===== config.mk =====
export PLATFORM = sky130hd
export DESIGN_NAME = rr_arb4_64bit
export DESIGN_NICKNAME = d
export VERILOG_FILES = /design/src/rtl/rr_arb4_64bit.sv
export SDC_FILE = /design/constraint.sdc
export NUM_CORES = 1
export LEC_CHECK = 0
export CAP_MARGIN = 30
export CORE_AREA = 2 2 129 131
export DETAILED_ROUTE_END_ITERATION = 8
export DIE_AREA = 0 0 131 133
export GPL_TIMING_DRIVEN = 0
export PLACE_DENSITY = 0.66
export SKIP_CTS_REPAIR_TIMING = 1
export SLEW_MARGIN = 25
export SYNTH_ARGS = -nofsm -noshare
export SYNTH_HDL_FRONTEND = slang
export SYNTH_SLANG_ARGS = --single-unit

===== constraint.sdc =====
create_clock -name clk -period 3.15 [get_ports clk]
set_input_delay 0.315 -clock clk [delete_from_list [all_inputs] [get_ports clk]]
set_output_delay 0.315 -clock clk [all_outputs]
set_load 0.01 [all_outputs]

===== src/rtl/rr_arb4_64bit.sv =====
`default_nettype none
// ============================================================================
// Module      : quadmux_64bit / rr_arb4_64bit
// Description : Four-way round-robin arbiter that shares one 4:1 word mux
//               among requesters A..D. The chosen word is captured into an
//               output register and held there under a valid/ready handshake.
// Revision    : 1.0 - initial release
// ============================================================================

// ----------------------------------------------------------------------------
// quadmux_64bit : plain combinational 4:1 word select (00=A .. 11=D)
// ----------------------------------------------------------------------------
module quadmux_64bit #(
  parameter int WIDTH = 64
) (
  input  logic [WIDTH-1:0] in_a_i,
  input  logic [WIDTH-1:0] in_b_i,
  input  logic [WIDTH-1:0] in_c_i,
  input  logic [WIDTH-1:0] in_d_i,
  input  logic [1:0]       sel_i,
  output logic [WIDTH-1:0] out_o
);

  // Select one of the four input words
  always_comb begin
    out_o = in_a_i;
    case (sel_i)
      2'd0:    out_o = in_a_i;
      2'd1:    out_o = in_b_i;
      2'd2:    out_o = in_c_i;
      2'd3:    out_o = in_d_i;
      default: out_o = in_a_i;
    endcase
  end

endmodule

// ----------------------------------------------------------------------------
// rr_arb4_64bit : round-robin arbiter with registered, handshaked output
// ----------------------------------------------------------------------------
module rr_arb4_64bit #(
  parameter int         WIDTH     = 64,
  parameter logic [1:0] RESET_PTR = 2'd0
) (
  input  logic             clk,
  input  logic             rst,
  input  logic [3:0]       req_i,
  input  logic [WIDTH-1:0] InA_i,
  input  logic [WIDTH-1:0] InB_i,
  input  logic [WIDTH-1:0] InC_i,
  input  logic [WIDTH-1:0] InD_i,
  output logic [3:0]       ack_o,
  output logic [WIDTH-1:0] Out_o,
  output logic             OutValid_o,
  input  logic             OutReady_i,
  output logic [1:0]       LastSel_o,
  output logic             Busy_o
);

  // IDLE: output register empty; HOLD: output register has an untaken word
  typedef enum logic [0:0] {
    S_IDLE = 1'b0,
    S_HOLD = 1'b1
  } state_t;

  state_t             state_q, state_d;
  logic [WIDTH-1:0]   out_q,   out_d;
  logic [3:0]         ack_q,   ack_d;
  logic [1:0]         lastsel_q, lastsel_d;
  logic [1:0]         ptr_q,   ptr_d;

  logic [3:0]         w_eligible;
  logic [1:0]         w_grant_idx;
  logic               w_grant_any;
  logic               w_cap;
  logic [WIDTH-1:0]   w_mux_out;

  // A requester acked last cycle may still hold req high for one cycle while
  // it reacts; masking it prevents granting the same word twice.
  assign w_eligible = req_i & ~ack_q;

  // Rotating priority scan starting at the pointer
  always_comb begin
    logic [1:0] cand;
    cand        = 2'd0;
    w_grant_any = 1'b0;
    w_grant_idx = ptr_q;
    for (int k = 0; k < 4; k++) begin
      cand = ptr_q + 2'(k);
      if (!w_grant_any && w_eligible[cand]) begin
        w_grant_any = 1'b1;
        w_grant_idx = cand;
      end
    end
  end

  // Shared word path, steered by the current grant
  quadmux_64bit #(
    .WIDTH (WIDTH)
  ) u_mux (
    .in_a_i (InA_i),
    .in_b_i (InB_i),
    .in_c_i (InC_i),
    .in_d_i (InD_i),
    .sel_i  (w_grant_idx),
    .out_o  (w_mux_out)
  );

  // Capture when the register is empty, or is being emptied this same cycle
  assign w_cap = w_grant_any && ((state_q == S_IDLE) || OutReady_i);

  // Next-state and datapath update decisions
  always_comb begin
    state_d   = state_q;
    out_d     = out_q;
    ack_d     = 4'b0000;
    lastsel_d = lastsel_q;
    ptr_d     = ptr_q;
    if (w_cap) begin
      out_d     = w_mux_out;
      ack_d     = 4'b0001 << w_grant_idx;
      lastsel_d = w_grant_idx;
      ptr_d     = w_grant_idx + 2'd1;
      state_d   = S_HOLD;
    end else if ((state_q == S_HOLD) && OutReady_i) begin
      // Word taken with nothing new to load: Out keeps its last value
      state_d = S_IDLE;
    end
  end

  // State and output registers with synchronous reset
  always_ff @(posedge clk) begin
    if (rst) begin
      state_q   <= S_IDLE;
      out_q     <= '0;
      ack_q     <= 4'b0000;
      lastsel_q <= 2'd0;
      ptr_q     <= RESET_PTR;
    end else begin
      state_q   <= state_d;
      out_q     <= out_d;
      ack_q     <= ack_d;
      lastsel_q <= lastsel_d;
      ptr_q     <= ptr_d;
    end
  end

  assign ack_o      = ack_q;
  assign Out_o      = out_q;
  assign OutValid_o = (state_q == S_HOLD);
  assign Busy_o     = (state_q == S_HOLD);
  assign LastSel_o  = lastsel_q;

endmodule

`default_nettype wire

==> results of run 1 <==
## metrics by stage
step	instance area [um2]	TNS, ns	util
3_5_place_dp	7730	-8.66	0.478
2_1_floorplan	4120	0	-
4_1_cts	8040	-1.07	0.497
5_1_grt	8050	0	0.497
6_report	8050	0	0.497
3_3_place_gp	7730	-7.60	0.478
## path summary, 6_finish.rpt
path	startpoint	to	slack, ns	cells after the start
max	req_i[0]	Out_o[31]$_SDFFE_PP0N_	0.21	12
min	Out_o[16]$_SDFFE_PP0N_	Out_o[16]$_SDFFE_PP0N_	0.45	2
max reg2reg	ack_o[0]$_SDFF_PP0_	Out_o[8]$_SDFFE_PP0N_	0.29	11
min reg2reg	Out_o[16]$_SDFFE_PP0N_	Out_o[16]$_SDFFE_PP0N_	0.45	2
## power breakdown
| group | leakage [nW] | switching [mW] | internal, mW | total, mW |
|---|---|---|---|---|
| registers | 0.600 | 0.123 | 1.15 | 1.27 |
| logic | 2.16 | 1.42 | 1.26 | 2.68 |
| clock network | 0.146 | 0.410 | 0.693 | 1.10 |
## flip-flops by register name (all words and copies together) (netlist names)
name       flops
LastSel_o      2
ptr_q          2
Out_o         64
Busy_o         1
ack_o          4
## placed cells by master (no fill, tap or decap), types with 7 or more instances in the layout
cell type,instances
nand2_1,196
clkdlybuf4s50_1,333
buf_2,8
a222oi_1,64
a21oi_1,66
buf_4,7
clkbuf_16,9
o21ai_0,66
clkbuf_1,36
dfxtp_1,73
## synthesized netlist by cell type, drive strengths merged
cell	instances	area share
nand2	196	0.18
dfxtp	73	0.35
o21ai	67	0.081
a21oi	66	0.080
a222oi	64	0.16
clkbuf	36	0.033
buf	24	0.033
nand2b	6	0.0091
nor2	5	0.0046
a211oi	4	0.0085
ha	4	0.012
nor2b	3	0.0088
nor4	3	0.0046
nand3b	2	0.0036
o21a	2	0.0036
a21boi	1	0.0018
a311o	1	0.0024
a311oi	1	0.0036
a31oi	1	0.0015
and2b	1	0.0024
inv	1	0.00091
nand3	1	0.0012
nor3b	1	0.0018
o221a	1	0.0027
o311ai	1	0.0021
o41a	1	0.0027
o41ai	1	0.0039
or2	1	0.0015
## per-layer routing
metal / vias to the layer above / track usage / share of wire
li1: 2776 / - / -
met1: 2628 / 0.259 / 0.39
met2: 249 / 0.387 / 0.50
met3: 30 / 0.0574 / 0.086
met4: 0 / 0.0751 / 0.022
met5: - / 0 / 0
## kinds of logic after synthesis
kind of cell,Yosys count
AOI/OAI and AO/OA,211
adders and majority gates,4
buffers and inverters,61
DFF,73
and+or+nand+nor,219
## area by class of cell
class | count | area share
Tap cell | 220 | 0.0342
Multi-Input combinational cell | 434 | 0.296
Timing Repair Buffer | 333 | 0.414
Inverter | 1 | 0.000467
Buffer | 59 | 0.0342
Clock buffer | 11 | 0.0289
Clock inverter | 5 | 0.00995
Sequential cell | 73 | 0.182
## critical path, stage by stage
cell	delay (ns)
clkdlybuf4s50_1	0.53
nand2b_1	0.12
a311o_1	0.36
o21a_1	0.20
inv_2	0.14
ha_1	0.15
buf_2	0.31
buf_1	0.40
a222oi_1	0.16
o21ai_0	0.29
nand2_1	0.09
a21oi_1	0.15
==> impl_metrics.yaml, run 1 <==
floorplanning:
  ios: 335
  initial_core_util: 0.255
  die_area_um2: 17400
  die_w_um: 131
  rows: 47
  core_um2: 16200
  die_height_um: 133
pwr:
  peakVddDrop_mv: 0.252
  powerDensity_nw_per_um2: 628
  power_mw: 5.05
  p_leak_nw: 2.90
timing:
  slew_headroom: 0.557
  post-route-min-period_ns: 2.94
  finalHoldViolCount: 0
  fin_ws_ns: 0.211
  fmax_mhz: 340
  worst_pin_slew_ns: 0.664
  hold_slack_ns: 0.449
  finalSetupViolCount: 0
  final.period_utilization: 0.933
  fin_skew_ns: 0.00685
  finalMaxSlewViolations: 0
  rsz0062_at_grt: "false"
layout:
  antenna_cells: 0
  nFillCells: 1638
  seqCellArea_um2: 1460
  multiInputGateArea_um2: 2380
  area_delta_synth_final_pct: 95.3
  drive_above_1_share: 0.0469
  stdcell_count: 1136
  nets: 1178
critical_path:
  startpoint_type: "input port"
  critPathKind: "in2reg"
  crit_fanout: 10
  crit_arrival_ns: 3.21
  cp-end-kind: "flip-flop"
  critPathRequiredTime_ns: 3.42
placed_design:
  routabilityCongestion: 0.821
  numPlacedInstances: 1121
  post-place-ws_ns: -0.506
  numPortBuffers: 333
  hpwl_um: 15300
synth:
  muxShareOfSynthArea: 0
  synth_area_per_cell_um2: 7.25
  yosysWarnings: 0
  synthXorXnorAreaFrac: 0
  netlist_area_um2: 4120
  synthAdderAreaFrac: 0.0121
  ys_seq_area_frac: 0.355
  synthSimpleGateAreaFrac: 0.216
  synth_compound_area_frac: 0.350
  ys_ff_latch: 73
  ys_types: 34
  syn-instance-count: 568
  syn_nets: 835
  synth_top_family_by_area: "compound AO/OA/AOI/OAI gates"
grt:
  gr-total-overflow: 0
  grt_pass1_vias: 5644
  grt_use_total: 0.221
  grt_max_degree: 13
  grt_pass1_wl_um: 29600
  antenna_found_initial: 0
detailed_routing:
  via_per_inst: 5.00
  drc: 0
  first_pass_iters: 8
  routedWlPerCell_um: 17.2
  vias: 5683
  drt_iter0_drc: 564
  drt_wl_total_um: 19600
  ant_nets: 0
clock_network:
  cts-buffers-inserted: 9
  cts_tree: "built"
  cts.sinks: 73
  ctsLongestPathBuffers: 2
  cts_root_buf: "clkbuf_16"
  h-tree-depth: 3
  clk_pin_slew_worst_paths_ns: 0.06
  insertion_delay_ns: 0.34
hold_path:
  min_path_type: "reg2reg"
run:
  drv_cap: 0
status:
  status: "finished, final reports clean"
Power figures use the tool's default switching activity.
==> inputs of run 2 (changes only) <==
Settings changed: GPL_TIMING_DRIVEN 0 to not set, REMOVE_ABC_BUFFERS set to 1.
==> run 2 against run 1 <==
  * Final area shrank 1.5%
  * Critical endpoint is now Out_o[58]$_SDFFE_PP0N_
  * Highest routed layer unchanged
  * Sequential cell count is the same
  * Register-to-register slack gained 0.33 ns
==> impl_metrics.yaml, run 2 (synthesized netlist as in run 1, its figures left out) <==
status:
  status: "finished, final reports clean"
timing:
  hold_slack_ns: 0.341
  fmax_mhz: 382
  finalHoldViolCount: 0
  rsz0062_at_grt: "false"
  fin_ws_ns: 0.530
  post-route-min-period_ns: 2.62
  final.period_utilization: 0.832
  worst_pin_slew_ns: 0.609
  fin_skew_ns: 0.00770
  finalSetupViolCount: 0
  slew_headroom: 0.589
  finalSetupTns_ns: 0
  finalMaxSlewViolations: 0
layout:
  area_delta_synth_final_pct: 92.3
  largest_reg_flops: 64
  antenna_cells: 0
  nFillCells: 1583
  drive_above_1_share: 0.0493
  final_common_cell: "clkdlybuf4s50_1"
  nets: 1134
  fin_util: 0.490
  layout_common_cells: "333 x clkdlybuf4s50_1, 196 x nand2_1, 73 x dfxtp_1"
clock_network:
  cts-buffers-inserted: 9
  clk_pin_slew_worst_paths_ns: 0.06
  cts_tree: "built"
  cts_root_buf: "clkbuf_16"
  cts.sinks: 73
  ctsLongestPathBuffers: 2
  h-tree-depth: 3
  insertion_delay_ns: 0.33
floorplanning:
  core_um2: 16200
  initial_core_util: 0.255
  die_area_um2: 17400
  die_height_um: 133
  ios: 335
  die_w_um: 131
  rows: 47
critical_path:
  crit_fanout: 39
  crit_family: "compound AO/OA/AOI/OAI gates"
  critPathKind: "in2reg"
  startpoint_type: "input port"
  slowest_delay_ns: 0.52
  critPathRequiredTime_ns: 3.41
  worstPathBufferInverterCount: 3
  reg2reg_slack_ns: 0.62
  crit_arrival_ns: 2.88
  path_cells: "clkdlybuf4s50_1 -> nand2b_1 -> a311o_1 -> o21a_1 -> inv_2 -> ha_2 -> buf_4 -> a222oi_1 -> o21ai_0 -> nand2_1 -> a21oi_1"
  slowest_stage: "clkdlybuf4s50_1"
  cp-end-kind: "flip-flop"
placed_design:
  routabilityCongestion: 0.802
  post-place-ws_ns: 0.247
  hpwl_um: 13100
  numPortBuffers: 334
pwr:
  peakVddDrop_mv: 0.324
  powerDensity_nw_per_um2: 603
  p_leak_nw: 2.85
hold_path:
  min_path_type: "in2reg"
grt:
  gr-total-overflow: 0
  antenna_found_initial: 0
  grt_pass1_wl_um: 25800
  grt_use_total: 0.189
  grt_pass1_vias: 5068
  grt_max_degree: 75
detailed_routing:
  via_per_inst: 4.94
  drt_iter0_drc: 490
  ant_nets: 0
  routedWlPerCell_um: 15.7
  first_pass_iters: 6
  drc: 0
  vias: 5397
  drt_wl_total_um: 17100
run:
  drv_cap: 0
run 2: worst reg2reg max path, delay by kind of cell, from the launching register on:
| family | cells | cell delay (ns) |
|---|---|---|
| flip-flops | 1 | 0.34 |
| adder cells (fa/ha/maj) | 1 | 0.19 |
| buffers and inverters | 2 | 0.54 |
| AND/OR/NAND/NOR | 2 | 0.27 |
| AO/OA/AOI/OAI | 5 | 1.13 |
run 2: area by class of cell:
type,count,area [um2],area share
timing repair buffer,348,3490,0.441
multi-input combinational,434,2420,0.305
sequential,73,1460,0.184
tap,220,275,0.0347
clock buffer,13,260,0.0328
clock inverter,3,15.0,0.00189
inverter,1,3.75,0.000474
run 2: report_power, final:
| group | switching, mW | internal, mW |
|---|---|---|
| Clock | 0.369 | 0.572 |
| Sequential | 0.125 | 1.15 |
| Combinational | 1.28 | 1.28 |
run 2: worst paths after layout:
check	start	end	depth (start not counted)
setup reg to reg	ack_o[0]$_SDFF_PP0_	Out_o[58]$_SDFFE_PP0N_	10
setup / recovery	req_i[0]	Out_o[58]$_SDFFE_PP0N_	11
hold / removal	rst	ptr_q[0]$_SDFFE_PP0N_	2
hold reg to reg	Out_o[1]$_SDFFE_PP0N_	Out_o[1]$_SDFFE_PP0N_	2
run 2: routing by layer:
layer | track usage | part of all wire | vias to the layer above
met3 | 0.0481 | 0.093 | 29
met4 | 0.0745 | 0.022 | 0
met5 | 0 | 0 | -
met2 | 0.326 | 0.48 | 251
met1 | 0.221 | 0.40 | 2431
li1 | - | - | 2686
run 2: metrics by stage:
step                total power [mW]  instances  instance area, um2
global placement                3.86       1076                7650
detailed placement              3.87       1076                7650
finish                          4.78       1092                7930
floorplan                       2.60        508                3850
CTS                             4.84       1092                7930
global route                    5.14       1092                7930
